**config.mk**
```make
export PLATFORM = sky130hd
export DESIGN_NAME = msp430_trace_buffer_flat
export DESIGN_NICKNAME = d
export VERILOG_FILES = /design/src/rtl/msp430_trace_buffer_pkg.sv /design/src/rtl/msp430_trace_buffer_if.sv /design/src/rtl/msp430_trace_buffer_ram.sv /design/src/rtl/msp430_trace_buffer.sv /design/src/flat_wrapper.sv
export SDC_FILE = /design/constraint.sdc
export NUM_CORES = 1
export LEC_CHECK = 0
export CAP_MARGIN = 20
export CORE_MARGIN = 2
export CORE_UTILIZATION = 46
export DETAILED_ROUTE_END_ITERATION = 7
export DONT_BUFFER_PORTS = 1
export MAX_ROUTING_LAYER = met4
export PLACE_DENSITY = 0.65
export SLEW_MARGIN = 20
export SYNTH_ARGS = -nofsm -noshare
export SYNTH_HDL_FRONTEND = slang
export SYNTH_SLANG_ARGS = --single-unit
```
**constraint.sdc**
```tcl
create_clock -name clk -period 11.87 [get_ports clk]
set_input_delay 3.561 -clock clk [delete_from_list [all_inputs] [get_ports clk]]
set_output_delay 3.561 -clock clk [all_outputs]
set_load 0.02 [all_outputs]
```
**src/rtl/msp430_trace_buffer_pkg.sv**
```systemverilog
// Shared definitions for the MSP430 execution-trace buffer.
package msp430_pkg;

  localparam int TRC_DATA_W  = 16;
  localparam int TRC_FLAG_W  = 4;
  localparam int TRC_DEPTH   = 32;
  localparam int TRC_ENTRY_W = 3*TRC_DATA_W + TRC_FLAG_W;

  // Capture/readout FSM encoding, visible on the State port.
  typedef enum logic [1:0] {
    TRC_IDLE  = 2'd0,
    TRC_ARMED = 2'd1,
    TRC_POST  = 2'd2,
    TRC_DONE  = 2'd3
  } trc_state_t;

  // Packed entry width {PC, Instr, Res, Flags} for arbitrary data/flag widths.
  function automatic int trc_entry_w(input int dw, input int fw);
    return 3*dw + fw;
  endfunction

endpackage

```
**src/rtl/msp430_trace_buffer_if.sv**
```systemverilog
// Commit stream from the core plus the valid/ready readout port.
interface msp430_trace_if #(
  parameter int DATA_W = 16,
  parameter int FLAG_W = 4
) ();
  logic              commit;
  logic [DATA_W-1:0] pc;
  logic [DATA_W-1:0] instr;
  logic [DATA_W-1:0] res;
  logic [FLAG_W-1:0] flags;
  logic              rd_valid;
  logic              rd_ready;
  logic [DATA_W-1:0] rd_pc;
  logic [DATA_W-1:0] rd_instr;
  logic [DATA_W-1:0] rd_res;
  logic [FLAG_W-1:0] rd_flags;

  // The trace buffer side.
  modport slave (
    input  commit, pc, instr, res, flags, rd_ready,
    output rd_valid, rd_pc, rd_instr, rd_res, rd_flags
  );

  // Core / debug consumer side.
  modport master (
    output commit, pc, instr, res, flags, rd_ready,
    input  rd_valid, rd_pc, rd_instr, rd_res, rd_flags
  );
endinterface

```
**src/rtl/msp430_trace_buffer_ram.sv**
```systemverilog
// Trace storage: register file, one synchronous write port, one async read port.
// Storage is not reset; stale entries are never presented because Count gates readout.
module msp430_trace_ram #(
  parameter int DEPTH = 32,
  parameter int WIDTH = 52,
  parameter int AW    = $clog2(DEPTH)
) (
  input  logic             clk,
  input  logic             we,
  input  logic [AW-1:0]    waddr,
  input  logic [WIDTH-1:0] wdata,
  input  logic [AW-1:0]    raddr,
  output logic [WIDTH-1:0] rdata
);
  logic [WIDTH-1:0] mem [DEPTH];

  // Write one entry per captured commit.
  always_ff @(posedge clk) begin
    if (we) mem[waddr] <= wdata;
  end

  assign rdata = mem[raddr];
endmodule

```
**src/rtl/msp430_trace_buffer.sv**
```systemverilog
// Execution-trace capture: circular buffer of retired instructions, PC-match
// trigger with post-trigger count, oldest-first readout over valid/ready.
module msp430_trace_buffer
  import msp430_pkg::*;
#(
  parameter  int DATA_W = TRC_DATA_W,
  parameter  int FLAG_W = TRC_FLAG_W,
  parameter  int DEPTH  = TRC_DEPTH,
  localparam int AW     = $clog2(DEPTH)
) (
  input  logic              clk,
  input  logic              rst,
  input  logic              arm,
  input  logic              trig_en,
  input  logic [DATA_W-1:0] trig_pc,
  input  logic [AW-1:0]     post_cnt,
  msp430_trace_if.slave     tif,
  output logic [1:0]        state,
  output logic [AW:0]       count,
  output logic              overflow
);
  localparam int          ENTRY_W = trc_entry_w(DATA_W, FLAG_W);
  localparam logic [AW:0] FULL    = (AW+1)'(DEPTH);

  trc_state_t       cur, nxt;
  logic [AW-1:0]    wr_ptr, rd_ptr, post_ctr, post_lat;
  logic [ENTRY_W-1:0] rdata;
  logic             capture, trigger, rd_fire;

  // Arm pre-empts a same-cycle commit, so it never reaches the buffer.
  assign capture = tif.commit && !arm && (cur == TRC_ARMED || cur == TRC_POST);
  assign trigger = capture && (cur == TRC_ARMED) && (!trig_en || tif.pc == trig_pc);
  assign tif.rd_valid = (cur == TRC_DONE) && (count != '0);
  assign rd_fire = tif.rd_valid && tif.rd_ready && !arm;
  // When full, count's low bits are 0 and rd_ptr lands on wr_ptr (the oldest entry).
  assign rd_ptr  = wr_ptr - count[AW-1:0];

  msp430_trace_ram #(.DEPTH(DEPTH), .WIDTH(ENTRY_W), .AW(AW)) u_ram (
    .clk   (clk),
    .we    (capture),
    .waddr (wr_ptr),
    .wdata ({tif.pc, tif.instr, tif.res, tif.flags}),
    .raddr (rd_ptr),
    .rdata (rdata)
  );

  assign {tif.rd_pc, tif.rd_instr, tif.rd_res, tif.rd_flags} =
    tif.rd_valid ? rdata : '0;
  assign state = cur;

  // State register.
  always_ff @(posedge clk or posedge rst) begin
    if (rst) cur <= TRC_IDLE;
    else     cur <= nxt;
  end

  // Next-state: Arm restarts from any state; readout drains back to IDLE.
  always_comb begin
    nxt = cur;
    if (arm) nxt = TRC_ARMED;
    else begin
      case (cur)
        TRC_ARMED: if (trigger) nxt = (post_lat == '0) ? TRC_DONE : TRC_POST;
        TRC_POST:  if (capture && post_ctr == AW'(1)) nxt = TRC_DONE;
        TRC_DONE:  if (count == '0 || (rd_fire && count == (AW+1)'(1))) nxt = TRC_IDLE;
        default:   nxt = TRC_IDLE;
      endcase
    end
  end

  // Pointers, occupancy, post-trigger counter and sticky overflow.
  always_ff @(posedge clk or posedge rst) begin
    if (rst) begin
      wr_ptr   <= '0;
      count    <= '0;
      post_ctr <= '0;
      post_lat <= '0;
      overflow <= 1'b0;
    end else if (arm) begin
      wr_ptr   <= '0;
      count    <= '0;
      overflow <= 1'b0;
      post_lat <= post_cnt;
    end else begin
      if (capture) begin
        wr_ptr <= wr_ptr + AW'(1);
        if (count == FULL) overflow <= 1'b1;
        else               count    <= count + (AW+1)'(1);
        if (trigger)               post_ctr <= post_lat;
        else if (cur == TRC_POST)  post_ctr <= post_ctr - AW'(1);
      end
      if (rd_fire) count <= count - (AW+1)'(1);
    end
  end
endmodule

```
**src/flat_wrapper.sv**
```systemverilog
// flat-port wrapper written by rule: the top's interface ports become plain ports
module msp430_trace_buffer_flat import msp430_pkg::*;
#(
  parameter  int DATA_W = TRC_DATA_W,
  parameter  int FLAG_W = TRC_FLAG_W,
  parameter  int DEPTH  = TRC_DEPTH,
  localparam int AW     = $clog2(DEPTH)
)
  (clk, rst, arm, trig_en, trig_pc, post_cnt, state, count, overflow, tif_commit, tif_pc, tif_instr, tif_res, tif_flags, tif_rd_ready, tif_rd_valid, tif_rd_pc, tif_rd_instr, tif_rd_res, tif_rd_flags);
  msp430_trace_if #(.DATA_W(DATA_W), .FLAG_W(FLAG_W)) tif_i ();
  input  logic clk;
  input  logic rst;
  input  logic arm;
  input  logic trig_en;
  input  logic [DATA_W-1:0] trig_pc;
  input  logic [AW-1:0] post_cnt;
  output logic [1:0] state;
  output logic [AW:0] count;
  output logic overflow;
  input wire logic [$bits(tif_i.commit)-1:0] tif_commit;
  input wire logic [$bits(tif_i.pc)-1:0] tif_pc;
  input wire logic [$bits(tif_i.instr)-1:0] tif_instr;
  input wire logic [$bits(tif_i.res)-1:0] tif_res;
  input wire logic [$bits(tif_i.flags)-1:0] tif_flags;
  input wire logic [$bits(tif_i.rd_ready)-1:0] tif_rd_ready;
  output wire logic [$bits(tif_i.rd_valid)-1:0] tif_rd_valid;
  output wire logic [$bits(tif_i.rd_pc)-1:0] tif_rd_pc;
  output wire logic [$bits(tif_i.rd_instr)-1:0] tif_rd_instr;
  output wire logic [$bits(tif_i.rd_res)-1:0] tif_rd_res;
  output wire logic [$bits(tif_i.rd_flags)-1:0] tif_rd_flags;
  assign tif_i.commit = tif_commit;
  assign tif_i.pc = tif_pc;
  assign tif_i.instr = tif_instr;
  assign tif_i.res = tif_res;
  assign tif_i.flags = tif_flags;
  assign tif_i.rd_ready = tif_rd_ready;
  assign tif_rd_valid = tif_i.rd_valid;
  assign tif_rd_pc = tif_i.rd_pc;
  assign tif_rd_instr = tif_i.rd_instr;
  assign tif_rd_res = tif_i.rd_res;
  assign tif_rd_flags = tif_i.rd_flags;
  msp430_trace_buffer #(.DATA_W(DATA_W), .FLAG_W(FLAG_W), .DEPTH(DEPTH)) u_core (.clk(clk), .rst(rst), .arm(arm), .trig_en(trig_en), .trig_pc(trig_pc), .post_cnt(post_cnt), .tif(tif_i), .state(state), .count(count), .overflow(overflow));
endmodule
```
==> flow_summary.json, run 1 <==
{
  "placed_cell_area_um2": 67390,
  "rr_startpoint": "u_core.state[0]$_DFFE_PP0P_",
  "final_nets": 3128,
  "clk_latency_ps": 800,
  "clock_sinks": 1688,
  "slew_violations": 0,
  "yosys_register_bits": 1688,
  "drt-total-wl_um": 165400,
  "synth_edf_count": 1664,
  "route.met2.wl_um": 83110,
  "netlist_area_um2": 64930,
  "drt-pass1-iter-count": 6,
  "fillers": 10826,
  "drc": 0,
  "yosys_most_used_dff": "edfxtp_1",
  "rr_worst_depth": 7,
  "io_buffers": 0,
  "hpwlAfterDp_um": 77680,
  "n_antenna_cell": 0,
  "r2r_slack_ps": 7070,
  "yosysTopAreaCell": "edfxtp_1",
  "synth_seq_area_share_pct": 77.88,
  "syn_nets": 3072,
  "drt_iter0_markers": 3864,
  "path_cells": "inv_1 -> ha_1 -> a21o_1 -> a21oi_1 -> o21a_4 -> buf_4 -> a221oi_1 -> o22ai_1",
  "gp_congestion": 0.7737,
  "vias": 31625,
  "yosys-top-cells-area": "edfxtp_1 (77%), mux4_2 (14%), nand2_1 (1.3%)",
  "grt_pass1_vias": 32431,
  "root_buffer": "clkbuf_16",
  "min_path_type": "register to register",
  "cts_tree": "done",
  "synth_top_area_share_pct": 76.96,
  "num_io_pins": 141,
  "htreeDepth": 4,
  "crit_start": "u_core.count[3]$_DFFE_PP0P_",
  "power_density_nw_per_um2": 223.2,
  "crit_slowest_cell": "buf_4",
  "peakVddDrop_v": 0.0002605,
  "synthCells": 2976,
  "async_reset_ff_share_pct": 1.422,
  "yosysWarnings": 0,
  "grt_overflow_total": 0,
  "endpoint": "tif_rd_res[8]",
  "maxCapViolations": 0,
  "max_freq_mhz": 113.8,
  "critPathMaxStageDelay_ps": 910,
  "cp_max_fo": 55,
  "finalSetupViolCount": 0,
  "wl_met3_um": 14630,
  "start_util_pct": 46.42,
  "via_per_inst": 6.277,
  "critical_path_depth": 8,
  "p_leak_nw": 22.56,
  "reg2reg_to": "u_core.u_ram.mem[27][14]$_DFFE_PP_",
  "synth.avg_cell_area_um2": 21.82,
  "highest_layer": "met4",
  "critPathBufInv": 2,
  "relSlewSlack_pct": 22.69,
  "drive_above_1_share_pct": 24.07,
  "hold_viol_final": 0,
  "area_delta_synth_final_pct": 11.43,
  "postCtsSetupBuffers": 0,
  "start_kind": "register",
  "fp-row-count": 137,
  "path_clk_slew_ps": 60,
  "fin_tns_setup_ps": 0,
  "grt_max_degree": 161,
  "worst-setup-path-type": "register to output port",
  "dieArea_um2": 144200,
  "crit_required_ps": 8310,
  "period_needed_ps": 8788,
  "clk_path_buf_depth": 3,
  "cts_buffers": 165,
  "cts-resized-gates": 0,
  "antenna_found_initial": 0,
  "die_w_um": 379.7,
  "cts_hold_buf": 0,
  "avgRoutedWirePerCell_um": 32.84,
  "synth.distinct_cells": 57,
  "arrival_ps": 5230,
  "placeableCoreArea_um2": 139900,
  "status": "finished, final reports clean",
  "grt_pass1_wl_um": 236500,
  "die_y_um": 379.7,
  "finalCritPeriodShare_pct": 74.04,
  "ant_nets": 0,
  "worst_pin_slew_ps": 1160,
  "clock_skew_ps": 21.69,
  "final_cell_area_um2": 72350,
  "critPathCaptureType": "output port",
  "cp_top_family": "compound AO/OA/AOI/OAI gates",
  "grtUsageTotal_pct": 23.64,
  "rsz0062_at_grt": "no",
  "wl_met1_um": 63300
}
==> area by class of cell <==
cell class | instances | area (µm²) | area share (%)
clock buffer | 208 | 4333 | 5.989
clock inverter | 89 | 616.8 | 0.8526
inverter | 17 | 63.81 | 0.08820
multi-input combinational | 1103 | 13870 | 19.17
sequential | 1688 | 50570 | 69.90
tap | 1876 | 2347 | 3.244
timing repair buffer | 57 | 548.0 | 0.7575
==> metrics by stage <==
stage          utilization (%)  power, mW  cells  hold WS, ps  worst slack (ps)
2_1_floorplan                -      10.49   2976        504.3              4561
3_3_place_gp             48.16      11.41   4740        531.9              3865
5_1_grt                  51.72      16.82   5038        594.6              2838
6_report                 51.72      16.15   5038        570.6              3082
4_1_cts                  51.72      16.30   5038        569.0              2951
3_5_place_dp             48.18      11.49   4741        555.3              3812
==> placed cells by master (no fill, tap or decap), drive strengths merged, types with 4 or more instances in the layout <==
cell	count
edfxtp	1664
mux4	417
nand2	226
clkbuf	208
a21oi	114
a221oi	104
clkinv	74
o22ai	57
buf	57
nor2	52
inv	25
dfrtp	24
xor2	21
ha	16
xnor2	9
nor4	8
nand3	8
o21ai	8
clkinvlp	5
mux2	4
nand2b	4
mux2i	4
nor3	4
==> how the worst min path moves through the flow <==
stage                                           endpoint                            from  cells past startpoint  slack [ps]
after floorplan           u_core.post_ctr[1]$_DFFE_PP0P_  u_core.post_ctr[1]$_DFFE_PP0P_                      1         500
after detailed placement  u_core.post_lat[0]$_DFFE_PP0P_  u_core.post_lat[0]$_DFFE_PP0P_                      1         560
after CTS                 u_core.post_lat[0]$_DFFE_PP0P_  u_core.post_lat[0]$_DFFE_PP0P_                      1         570
after global placement    u_core.post_ctr[1]$_DFFE_PP0P_  u_core.post_ctr[1]$_DFFE_PP0P_                      1         530
final                     u_core.post_ctr[4]$_DFFE_PP0P_  u_core.post_ctr[4]$_DFFE_PP0P_                      1         570
after global routing      u_core.post_ctr[4]$_DFFE_PP0P_  u_core.post_ctr[4]$_DFFE_PP0P_                      1         590
==> logic make-up (layout without fill, tap and decap cells) <==
| kind of cell | after synthesis | count (layout) | synth area share, % |
|---|---|---|---|
| compound gates | 307 | 307 | 3.392 |
| simple gates | 324 | 324 | 2.064 |
| fa+ha+maj | 17 | 17 | 0.3392 |
| mux | 425 | 425 | 14.60 |
| xor+xnor | 30 | 30 | 0.4452 |
| buf+inv | 185 | 371 | 1.280 |
| flops | 1688 | 1688 | 77.88 |
==> cells in the mapped netlist, types with 4 or more instances <==
cell         n
edfxtp_1  1664
mux4_2     417
nand2_1    226
a21oi_1    113
clkbuf_1    99
a221oi_1    84
o22ai_1     57
nor2_1      52
buf_2       49
dfrtp_1     24
xor2_1      21
a221oi_2    20
ha_1        16
inv_1       16
buf_4       12
nand3_1      8
nor4_1       8
xnor2_1      7
o21ai_0      6
buf_1        4
buf_6        4
mux2_2       4
mux2i_1      4
nand2b_1     4
==> where the power goes <==
group | switching [mW] | leakage, nW | internal [mW]
Combinational | 2.31 | 4.89 | 2.31
Clock | 2.21 | 2.40 | 2.64
Sequential | 0.0442 | 15.3 | 6.63
Total | 4.56 | 22.6 | 11.6
==> per-layer routing <==
| layer | vias to the layer above | global-route usage [%] |
|---|---|---|
| met5 | - | - |
| met4 | 0 | 6.761 |
| met1 | 17126 | 30.67 |
| met2 | 1562 | 38.14 |
| li1 | 12657 | - |
| met3 | 280 | 4.806 |
==> registers in the layout (all words and copies together), names as in the netlist <==
signal            count
u_core.u_ram.mem   1664
u_core.wr_ptr         5
u_core.overflow       1
u_core.post_ctr       5
u_core.state          2
u_core.count          6
u_core.post_lat       5
Note: power is estimated with default switching activity, not from simulation.
==> run 2, diff against run 1 <==
==> constraint.sdc (replaced) <==
create_clock -name clk -period 8.6 [get_ports clk]
set_input_delay 2.58 -clock clk [delete_from_list [all_inputs] [get_ports clk]]
set_output_delay 2.58 -clock clk [all_outputs]
set_load 0.02 [all_outputs]
==> flow_summary.json, run 2 (synthesis results as in run 1) <==
{
  "maxCapViolations": 0,
  "drt-total-wl_um": 163000,
  "min_path_type": "register to register",
  "gp_congestion": 0.7885,
  "drc": 0,
  "top_regs": "u_core.u_ram.mem: 1664 flops, u_core.count: 6 flops",
  "drt_iter0_markers": 4125,
  "path_cells": "inv_1 -> ha_1 -> a21o_1 -> mux2i_1 -> o221ai_1 -> a21oi_4 -> buf_4 -> a221oi_1 -> o22ai_1",
  "max_freq_mhz": 130.4,
  "status": "finished, final reports clean",
  "placeableCoreArea_um2": 139900,
  "root_buffer": "clkbuf_16",
  "dp_cells": 4770,
  "antenna_found_initial": 0,
  "area_delta_synth_final_pct": 12.81,
  "finalSetupViolCount": 0,
  "dieArea_um2": 144200,
  "drt-pass1-iter-count": 7,
  "p_total_mw": 22.81,
  "htreeDepth": 4,
  "cts-resized-gates": 0,
  "relSlewSlack_pct": 21.62,
  "layout_common_cells": "edfxtp_1 (1,664), mux4_2 (417), nand2_1 (225), clkbuf_16 (170), a21oi_1 (113)",
  "grt_pass1_vias": 32389,
  "slew_violations": 0,
  "hold_viol_final": 0,
  "avgRoutedWirePerCell_um": 32.18,
  "crit_required_ps": 6020,
  "start_util_pct": 46.42,
  "cp_max_fo": 24,
  "fillers": 10663,
  "clk_path_buf_depth": 3,
  "critPathMaxStageDelay_ps": 870,
  "fp-row-count": 137,
  "drive_above_1_share_pct": 25.14,
  "die_w_um": 379.7,
  "period_needed_ps": 7666,
  "grtUsageTotal_pct": 23.27,
  "n_antenna_cell": 0,
  "worst-setup-path-type": "register to output port",
  "crit_slowest_cell": "a21oi_4",
  "p_comb_share_pct": 28.8,
  "io_buffers": 0,
  "ant_nets": 0,
  "cts_buffers": 167,
  "clk_latency_ps": 810,
  "largest_reg_flops": 1664,
  "p_leak_nw": 22.97,
  "intPower_mw": 16.44,
  "final_nets": 3161,
  "layout_commonest_cell": "edfxtp_1",
  "postCtsSetupBuffers": 0,
  "clock_sinks": 1688,
  "switchingPower_mw": 6.370,
  "cts_tree": "done",
  "peakVddDrop_v": 0.0002624,
  "switching_share_pct": 27.92,
  "path_clk_slew_ps": 60,
  "pwr-share-clk_pct": 30.9,
  "grt_overflow_total": 0,
  "power_frac_seq_pct": 40.4,
  "grt_max_degree": 85,
  "start_kind": "register",
  "rsz0062_at_grt": "no",
  "worst_pin_slew_ps": 1174,
  "grt_pass1_wl_um": 233900,
  "power_density_nw_per_um2": 311.5,
  "critPathCaptureType": "output port",
  "via_per_inst": 6.250,
  "fin_cells": 5066,
  "regMostFlops": "u_core.u_ram.mem",
  "finalCritPeriodShare_pct": 89.14,
  "hpwlAfterDp_um": 83590,
  "clock_skew_ps": 48.28,
  "arrival_ps": 5090,
  "vias": 31661,
  "num_io_pins": 141,
  "cts_hold_buf": 0,
  "fin_tns_setup_ps": 0,
  "die_y_um": 379.7
}
-- run 2: cell count changes in the layout (fill, tap and decap cells not counted), moves of 3 or more --
cell	previous run	this run
clkbuf_16	167	170
buf_4	48	51
bufinv_16	2	12
clkbuf_1	41	32
clkinv_1	43	39
buf_12	8	33
-- run 2: cell type report --
class | instances | area [µm²] | area share [%]
clock buffers | 202 | 4374 | 5.972
clock inverters | 92 | 882.1 | 1.204
inverters | 17 | 63.81 | 0.08712
multi-input cells | 1103 | 13870 | 18.94
flip-flops and latches | 1688 | 50570 | 69.04
well taps | 1876 | 2347 | 3.205
repair buffers | 88 | 1137 | 1.553
-- run 2: final timing paths --
| kind | start | endpoint | slack, ps | depth (start not counted) |
|---|---|---|---|---|
| min reg2reg | u_core.post_lat[0]$_DFFE_PP0P_ | u_core.post_lat[0]$_DFFE_PP0P_ | 560 | 1 |
| min in group asynchronous | rst | u_core.wr_ptr[2]$_DFFE_PP0P_ | 1780 | 1 |
| min | u_core.post_lat[0]$_DFFE_PP0P_ | u_core.post_lat[0]$_DFFE_PP0P_ | 560 | 1 |
| max in group asynchronous | rst | u_core.count[1]$_DFFE_PP0P_ | 6390 | 1 |
| max reg2reg | u_core.state[0]$_DFFE_PP0P_ | u_core.u_ram.mem[10][40]$_DFFE_PP_ | 3950 | 7 |
| max | u_core.count[3]$_DFFE_PP0P_ | tif_rd_instr[8] | 930 | 9 |
-- run 2: critical path: cells and delay by family, from the launching register on --
kind | cells | cell delay, ps
AOI/OAI and AO/OA | 5 | 2230
buffers and inverters | 2 | 740
DFF | 1 | 670
adders and majority gates | 1 | 420
muxes | 1 | 200
-- run 2: metrics by stage --
stage	setup WS (ps)	utilization, %	hold slack [ps]	instance area, µm²
2_1_floorplan	2272	-	504.3	64930
3_3_place_gp	1813	48.54	533.6	67890
3_5_place_dp	1735	48.57	556.9	67930
4_1_cts	836.3	52.32	562.1	73190
5_1_grt	789.2	52.37	589.9	73250
6_report	933.8	52.37	558.8	73250
-- run 2: power groups by stage --
stage | combinational, mW | sequential (mW) | clock, mW
2_1_floorplan | 5.11 | 9.38 | 0
3_3_place_gp | 6.54 | 9.38 | 0
3_5_place_dp | 6.62 | 9.39 | 0
4_1_cts | 6.65 | 9.21 | 7.14
5_1_grt | 6.99 | 9.22 | 7.46
6_report | 6.56 | 9.21 | 7.04
-- run 2: per-layer routing --
metal / routed length, µm / track usage (%) / vias to the layer above
met5: 0 / - / -
met4: 4209 / 6.709 / 0
met1: 63470 / 30.06 / 17172
met3: 13320 / 4.913 / 279
li1: - / - / 12754
met2: 82030 / 37.56 / 1456
==> patch, RTL diff (flow settings as in run 2) <==
Set the package constant `TRC_FLAG_W` to 3 (it was 4).
--- a/src/rtl/msp430_trace_buffer_pkg.sv
+++ b/src/rtl/msp430_trace_buffer_pkg.sv
@@ -2,7 +2,7 @@
 package msp430_pkg;
 
   localparam int TRC_DATA_W  = 16;
-  localparam int TRC_FLAG_W  = 4;
+  localparam int TRC_FLAG_W  = 3;
   localparam int TRC_DEPTH   = 32;
   localparam int TRC_ENTRY_W = 3*TRC_DATA_W + TRC_FLAG_W;
 
Interface: changed (resized tif_flags and tif_rd_flags); port bits go from 141 to 139. No check against the original RTL was run, so the function may have changed too.
==> patch against run 2 <==
Synthesized area shrank 1.8%. Highest routed layer unchanged. Sequential cell count shrank 32. Wire length shrank 12%. Power shrank 6.7%. Die area shrank 1.8%. Design area shrank 2.7%. Worst setup slack gained 250 ps. Clock power shrank 6.1%. Largest cell class unchanged.
==> patch: results <==
metrics = {
    "grt": {
        "grt_use_met3": 0.0480,
        "grt_pass1_wl_mm": 211,
        "grt_pass1_vias": 30700,
        "grt_max_degree": 103,
        "grt_usage": 0.212,
        "grt.met2_usage": 0.330,
        "antenna_found_initial": 2,
        "use_met1": 0.287,
    },
    "route": {
        "wire_per_inst_um": 29.9,
        "num_vias": 29400,
        "dr.pass1.iters": 5,
        "drt_iter0_drc": 3463,
    },
    "synthesis": {
        "yosys-top-cells-area": "edfxtp_1 77%, mux4_2 14%, mux2i_1 2.4%, dfrtp_1 0.94%, o211ai_1 0.60%",
        "syn_nets": 2901,
        "synth_edf_count": 1632,
        "yosys_warnings": 0,
        "synth_cell_types": 54,
        "yosys-top-cells-count": "1632 x edfxtp_1, 408 x mux4_2, 153 x mux2i_1",
        "seq_area_frac_synth": 0.778,
        "ys_async_sr_fraction": 0.0145,
        "synth_ff_type": "edfxtp_1",
    },
    "finish": {
        "nNetsFinal": 2988,
        "drive_above_1_share": 0.245,
        "reg_top3": "u_core.u_ram.mem: 1632 flops, u_core.count: 6 flops",
    },
    "setup_path": {
        "rr_worst_depth": 7,
        "crit_end": "tif_rd_res[0]",
        "cp.arrival_ps": 4840,
        "rrSetupSlack_ps": 4330,
        "startpoint": "u_core.count[0]",
        "r2r-end": "u_core.u_ram.mem[19][21]",
        "r2r_start": "u_core.state[0]",
        "path_max_fanout": 30,
    },
    "clock_network": {
        "cts_inserted_buffers": 161,
        "clock_latency_ps": 790,
        "clock_path_buffers": 3,
        "root_buffer": "clkbuf_16",
        "postCtsSetupRepairBufs": 0,
        "ctsHtreeMaxLevel": 4,
    },
    "pwr": {
        "p_leak_nw": 22.3,
        "vdd_drop_max_v": 0.000276,
    },
    "sta": {
        "worst_slew_pin_slew_ps": 1090,
        "fin_worst_skew_ps": 22.0,
    },
    "place": {
        "place_area_um2": 66300,
        "hpwl_mm": 75.9,
        "gp_congestion": 0.777,
    },
    "outcome": {
        "status": "finished clean",
    },
}
[patch: final cells by class]
type / count / area [um2]
flip-flops and latches: 1656 / 49600
diodes: 1 / 2.50
repair buffers: 70 / 796
clock buffers: 206 / 4280
multi-input cells: 987 / 13600
inverters: 17 / 63.8
clock inverters: 84 / 616
well taps: 1794 / 2240
fillers: 10400 / 66200
[patch: power breakdown]
part	switching, W	internal, W	total, W
clock network	0.00291	0.00370	0.00661
logic	0.00268	0.00296	0.00564
registers	0.0000617	0.00898	0.00904
[patch: routing by layer]
layer  part of all wire  wire [um]
met4              0.019       2690
met5                  0          0
met2               0.49      70600
met1               0.41      59000
met3              0.080      11500
[patch: stage by stage]
stage                     hold WS (ps)  setup WS (ps)  std cells  utilization  power (W)
after floorplan                    482           2480       2806            -     0.0138
after global placement             528           2010       4516        0.481     0.0148
final                              573           1180       4815        0.518     0.0213
after global routing               592           1000       4814        0.518     0.0221
after CTS                          574           1140       4810        0.518     0.0215
after detailed placement           562           2000       4520        0.482     0.0149
[patch: kinds of logic (layout without fill, tap and decap cells)]
| kind of cell | after synthesis | in the layout | synth area share |
|---|---|---|---|
| mux | 565 | 565 | 0.169 |
| fa+ha+maj | 17 | 17 | 0.00345 |
| compound gates | 201 | 201 | 0.0204 |
| other cells | 0 | 1 | 0 |
| simple gates | 175 | 175 | 0.0123 |
| buf+inv | 163 | 377 | 0.0126 |
| xor+xnor | 29 | 29 | 0.00422 |
| flops | 1656 | 1656 | 0.778 |
[patch: worst min-delay path by stage]
stage / from / end / slack [ps] / cells after the start
2_1_floorplan: u_core.post_lat[2] / u_core.post_ctr[2] / 480 / 2
3_3_place_gp: u_core.post_ctr[1] / u_core.post_ctr[1] / 530 / 1
3_5_place_dp: u_core.post_lat[3] / u_core.post_lat[3] / 560 / 1
4_1_cts: u_core.post_lat[4] / u_core.post_lat[4] / 570 / 2
5_1_grt: u_core.post_lat[2] / u_core.post_lat[2] / 590 / 1
6_report: u_core.post_ctr[1] / u_core.post_ctr[1] / 570 / 1
[patch: worst max-delay path, stage by stage, from the launching register on]
cell,delay [ps]
dfrtp_1,600
ha_4,290
fa_4,450
nand2b_1,160
a21oi_1,340
xor2_4,180
buf_4,640
buf_4,650
mux2i_1,150
o211ai_1,530
